**config.mk**
```make
export PLATFORM = sky130hd
export DESIGN_NAME = fpga_cfg_loader
export DESIGN_NICKNAME = d
export VERILOG_FILES = /design/src/rtl/fpga_cfg_loader.sv
export SDC_FILE = /design/constraint.sdc
export NUM_CORES = 2
export LEC_CHECK = 0
export CAP_MARGIN = 30
export CORE_AREA = 10 10 338 340
export CTS_CLUSTER_SIZE = 14
export DETAILED_ROUTE_END_ITERATION = 7
export DIE_AREA = 0 0 348 350
export PLACE_DENSITY = 0.67
export SLEW_MARGIN = 20
export SYNTH_ARGS = -nofsm -noshare
export SYNTH_HDL_FRONTEND = slang
export SYNTH_SLANG_ARGS = --single-unit
```
**constraint.sdc**
```tcl
create_clock -name clk -period 3.3 [get_ports clk]
set_input_delay 0.99 -clock clk [delete_from_list [all_inputs] [get_ports clk]]
set_output_delay 0.99 -clock clk [all_outputs]
set_load 0.03 [all_outputs]
```
**src/rtl/fpga_cfg_loader.sv**
```systemverilog
// Byte-stream configuration loader: framed (sync, id, payload, xor checksum)
// writes into a shadow buffer, committed atomically to one of seven targets.
module fpga_cfg_loader #(
  parameter logic [7:0] SYNC_BYTE = 8'hA5
) (
  input  logic         clk,
  input  logic         reset,
  input  logic [7:0]   cfg_data,
  input  logic         cfg_valid,
  output logic         cfg_ready,
  output logic [143:0] LUT_in,
  output logic [239:0] SB_in,
  output logic [419:0] CB_in,
  output logic [35:0]  sel_direction_BLEout,
  output logic [17:0]  sel_direction,
  output logic [8:0]   BLE_dff_select,
  output logic [3:0]   IO_sel,
  output logic         cfg_done,
  output logic         cfg_err,
  output logic         cfg_complete
);

  localparam int NUM_LANES = 53;

  typedef enum logic [2:0] {
    S_IDLE    = 3'd0,
    S_ID      = 3'd1,
    S_PAYLOAD = 3'd2,
    S_CHECK   = 3'd3,
    S_COMMIT  = 3'd4
  } state_t;

  state_t           r_state;
  state_t           w_state_next;
  logic [2:0]       r_id;
  logic [5:0]       r_cnt;
  logic [7:0]       r_xor;
  logic [419:0]     r_shadow;
  logic [6:0]       r_mask;
  logic             w_xfer;
  logic             w_pay_wr;
  logic             w_commit;
  logic             w_err_next;
  logic [5:0]       w_last_idx;
  logic [NUM_LANES-1:0] w_lane_we;

  assign cfg_ready = !reset && (r_state != S_COMMIT);
  assign w_xfer    = cfg_valid && cfg_ready;
  assign w_pay_wr  = w_xfer && (r_state == S_PAYLOAD);

  // Index of the final payload byte for the latched target.
  always_comb begin
    w_last_idx = 6'd0;
    case (r_id)
      3'd0:    w_last_idx = 6'd17;
      3'd1:    w_last_idx = 6'd29;
      3'd2:    w_last_idx = 6'd52;
      3'd3:    w_last_idx = 6'd4;
      3'd4:    w_last_idx = 6'd2;
      3'd5:    w_last_idx = 6'd1;
      default: w_last_idx = 6'd0;
    endcase
  end

  always_ff @(posedge clk) begin
    if (reset) begin
      r_state <= S_IDLE;
    end else begin
      r_state <= w_state_next;
    end
  end

  always_comb begin
    w_state_next = r_state;
    w_err_next   = 1'b0;
    w_commit     = 1'b0;
    case (r_state)
      S_IDLE: begin
        if (w_xfer && (cfg_data == SYNC_BYTE)) w_state_next = S_ID;
      end
      S_ID: begin
        if (w_xfer) begin
          if (cfg_data <= 8'd6) begin
            w_state_next = S_PAYLOAD;
          end else begin
            w_err_next   = 1'b1;
            w_state_next = S_IDLE;
          end
        end
      end
      S_PAYLOAD: begin
        if (w_xfer && (r_cnt == w_last_idx)) w_state_next = S_CHECK;
      end
      S_CHECK: begin
        if (w_xfer) begin
          if (cfg_data == r_xor) begin
            w_state_next = S_COMMIT;
          end else begin
            w_err_next   = 1'b1;
            w_state_next = S_IDLE;
          end
        end
      end
      S_COMMIT: begin
        w_commit     = 1'b1;
        w_state_next = S_IDLE;
      end
      default: w_state_next = S_IDLE;
    endcase
  end

  genvar gi;
  generate
    for (gi = 0; gi < NUM_LANES; gi++) begin : g_lane
      assign w_lane_we[gi] = w_pay_wr && (r_cnt == 6'(gi));
    end
  endgenerate

  // The final CB byte only has four destination bits; its upper nibble is dropped.
  always_ff @(posedge clk) begin
    for (int i = 0; i < NUM_LANES - 1; i++) begin
      if (w_lane_we[i]) r_shadow[i*8 +: 8] <= cfg_data;
    end
    if (w_lane_we[NUM_LANES-1]) r_shadow[419:416] <= cfg_data[3:0];
  end

  always_ff @(posedge clk) begin
    if (reset) begin
      r_id                 <= 3'd0;
      r_cnt                <= 6'd0;
      r_xor                <= 8'd0;
      r_mask               <= 7'd0;
      LUT_in               <= '0;
      SB_in                <= '0;
      CB_in                <= '0;
      sel_direction_BLEout <= '0;
      sel_direction        <= '0;
      BLE_dff_select       <= '0;
      IO_sel               <= '0;
      cfg_done             <= 1'b0;
      cfg_err              <= 1'b0;
      cfg_complete         <= 1'b0;
    end else begin
      cfg_done     <= w_commit;
      cfg_err      <= w_err_next;
      cfg_complete <= &r_mask;

      if ((r_state == S_ID) && w_xfer && (cfg_data <= 8'd6)) begin
        r_id  <= cfg_data[2:0];
        r_cnt <= 6'd0;
        r_xor <= cfg_data;
      end

      if (w_pay_wr) begin
        r_xor <= r_xor ^ cfg_data;
        r_cnt <= r_cnt + 6'd1;
      end

      if (w_commit) begin
        case (r_id)
          3'd0: begin LUT_in               <= r_shadow[143:0]; r_mask[0] <= 1'b1; end
          3'd1: begin SB_in                <= r_shadow[239:0]; r_mask[1] <= 1'b1; end
          3'd2: begin CB_in                <= r_shadow[419:0]; r_mask[2] <= 1'b1; end
          3'd3: begin sel_direction_BLEout <= r_shadow[35:0];  r_mask[3] <= 1'b1; end
          3'd4: begin sel_direction        <= r_shadow[17:0];  r_mask[4] <= 1'b1; end
          3'd5: begin BLE_dff_select       <= r_shadow[8:0];   r_mask[5] <= 1'b1; end
          3'd6: begin IO_sel               <= r_shadow[3:0];   r_mask[6] <= 1'b1; end
          default: ;
        endcase
      end
    end
  end

endmodule

```
==> impl_metrics.csv <==
group,metric,value,unit
placed_design,gp_congestion,0.820,
timing,final.period_utilization,89.3,%
placed_design,dp_slack,-5.84,ps
floorplan,initial_utilization,41.3,%
placed_design,dp_hpwl,108000,um
finish,final_util,55.1,%
worst_setup_path,critPathArrivalTime,1960,ps
logic_synthesis,synth-seq-cells,1321,
global_route,antenna_found_initial,1,
worst_setup_path,crit_chain,"clkdlybuf4s50_1",
global_route,grt_pass1_vias,33800,
placed_design,dpl_cell_area,0.0548,mm2
routing,drt_iter0_markers,2970,
clock_tree,clkTransAtPathRegs,50,ps
power_and_ir_drop,p_total,32.4,mW
timing,hold_viol,0,
logic_synthesis,syn_avg_cell_area,9.98,um2
placed_design,placedCellCount,6590,
timing,holdWs,451,ps
worst_setup_path,cp_slowest_stage_delay,880,ps
worst_setup_path,r2r_slack,580,ps
clock_tree,ctsResizeCount,0,
outcome,outcome,"complete, no violations",
timing,rsz0062_at_grt,"false",
routing,vias,35200,
job,drv_cap,0,
global_route,grt_util_all_layers,24.9,%
logic_synthesis,yosysTopAreaCellShare,40.5,%
timing,worst_pin_slew,1160,ps
global_route,grt_max_degree,204,
hold_path,min_delay_worst_endpoint,"cfg_complete",
logic_synthesis,synth.most_common_cell,"nand2_1",
global_route,overflow,0,
finish,area_growth,33.2,%
logic_synthesis,synth_top_cell_by_area,"dfxtp_1",
finish,insertedDiodeCount,0,
global_route,grt_pass1_wl,228000,um
clock_tree,clock_latency,750,ps
finish,nNetsFinal,5332,
floorplan,rows,121,
worst_setup_path,rr_startpoint,"r_state[2]",
timing,finClkSkew,27.9,ps
worst_setup_path,startpoint_type,"register",
timing,period_needed,2950,ps
worst_setup_path,required,2310,ps
routing,post_drt_wl_per_cell,23.2,um
logic_synthesis,synth_fp_nets,4478,
timing,final_max_slew_viol_count,0,
placed_design,port_buffers,885,
worst_setup_path,crit_buf_inv,1,
hold_path,hold_class,"reg -> reg",
floorplan,die_w,348,um
worst_setup_path,reg2regPathDepth,6,
clock_tree,cts_tree,"yes",
logic_synthesis,synth_ff_type,"dfxtp_1",
logic_synthesis,synth_commonest_cells,"1,745 x nand2_1, 901 x dfxtp_1, 874 x a21oi_1",
hold_path,hold_depth,2,
clock_tree,clockBufferDepth,3,
logic_synthesis,ys_top_cells_by_area,"dfxtp_1 40%, edfxtp_1 28%, nand2_1 15%",
clock_tree,root_buffer,"clkbuf_16",
power_and_ir_drop,p_leak,19.2,nW
timing,fin_ws,355,ps
floorplan,io_pins,886,
power_and_ir_drop,ir_worst_vdd,0.596,mV
hold_path,hp-start,"r_mask[6]",
clock_tree,cts.sinks,1321,
worst_setup_path,slowest_stage,"clkdlybuf4s50_1",
logic_synthesis,yosys_warnings,0,
floorplan,die_y,350,um
routing,totalWireLength,159000,um
floorplan,dieArea,0.122,mm2
logic_synthesis,async_flop_share,0,%
finish,design_area,0.0593,mm2
floorplan,coreArea,0.108,mm2
timing,max_freq,0.340,GHz
logic_synthesis,synth-edff-count,420,
timing,maxSlewHeadroom,22.6,%
finish,drive_gt1_share,6.70,%
worst_setup_path,end_kind,"primary output",
timing,setup_violations,0,
logic_synthesis,synth_area,0.0446,mm2
power_and_ir_drop,powerDensity,547,mW/mm2
routing,avgViaCountPerCell,5.14,
clock_tree,htree_levels,4,
routing,dr.pass1.iters,5,
clock_tree,numCtsBuffers,138,
timing,fin_setup_tns,0,ps
worst_setup_path,critical_path.top_delay_family,"buffers and inverters",
worst_setup_path,crit_path_max_fanout,2,
routing,ant_nets,0,
worst_setup_path,r2r-end,"CB_in[331]",
worst_setup_path,worst-setup-path-type,"reg -> out",
clock_tree,cts_setup_buffers,0,
logic_synthesis,synth.distinct_cells,48,
finish,fin_cells,6849,
logic_synthesis,ys_seq_area_share,68.8,%
clock_tree,ctsHoldBuffers,0,
logic_synthesis,synthCells,4463,
routing,drc,0,
## cells by family after synthesis
group / count (synthesis) / share of synthesized area [%]
flip-flops: 1321 / 68.8
adder cells (fa/ha/maj): 4 / 0.112
AO/OA/AOI/OAI: 907 / 10.4
AND/OR/NAND/NOR: 1892 / 16.3
buffers and inverters: 315 / 3.88
multiplexers: 16 / 0.359
XOR/XNOR: 8 / 0.157
## power breakdown
group,internal (mW),leakage (nW),switching [mW],total (mW)
Combinational,0.0500,5.97,0.357,0.407
Clock,8.75,2.22,6.54,15.3
Sequential,16.7,11.0,0.000406,16.7
## worst register-to-register path, stage by stage (launching register included)
cell	delay [ps]
dfxtp_1	450
or3b_1	560
nor2_8	230
and2_4	520
buf_4	550
nand2_1	160
a21oi_1	140
## per-layer routing
layer  global-route usage (%)  part of all wire, %
met4                     12.9                  5.2
met3                     7.21                  8.4
met1                     29.6                   39
met2                     41.1                   48
met5                        0                    0
## registers in the layout, indices dropped and copies added, names as in the netlist, 4 cells and up
name	cells
r_xor	8
LUT_in	144
sel_direction	18
r_cnt	6
IO_sel	4
r_mask	7
SB_in	240
CB_in	420
r_shadow	420
sel_direction_BLEout	36
BLE_dff_select	9
## worst max-delay path by stage
| stage | start | to | slack [ps] | cells after the start |
|---|---|---|---|---|
| final | LUT_in[141] | LUT_in[141] | 350 | 1 |
| after global routing | LUT_in[140] | LUT_in[140] | 250 | 1 |
| after CTS | LUT_in[141] | LUT_in[141] | 290 | 1 |
| after detailed placement | cfg_valid | r_shadow[401] | -6 | 7 |
| after global placement | cfg_valid | r_shadow[401] | -0.07 | 7 |
| after floorplan | reset | cfg_ready | 290 | 4 |
## placed cells by master (no fill, tap or decap), types with 6 or more instances in the layout
cell             count
edfxtp_1           420
nor2_1              86
buf_12              24
inv_6                6
clkbuf_8            14
buf_4              119
a21oi_1            874
nand4_1              6
clkinv_1            18
mux2i_1             16
clkdlybuf4s50_1    875
clkbuf_1            31
clkbuf_16          143
nand3_1             14
a311oi_1             6
clkinv_2            27
o21ai_0              6
dfxtp_1            901
inv_1                8
nand2b_1             7
nand2_1           1742
nor2b_1              7
## final cells by class
type                       count  area [um2]
clock buffer                 188        3890
clock inverter                70         602
fill                        9430       48500
inverter                       8        30.0
multi-input combinational   2827       12200
sequential                  1321       30600
tap                         1414        1770
timing repair buffer        1021       10200
Power figures use the tool's default switching activity.
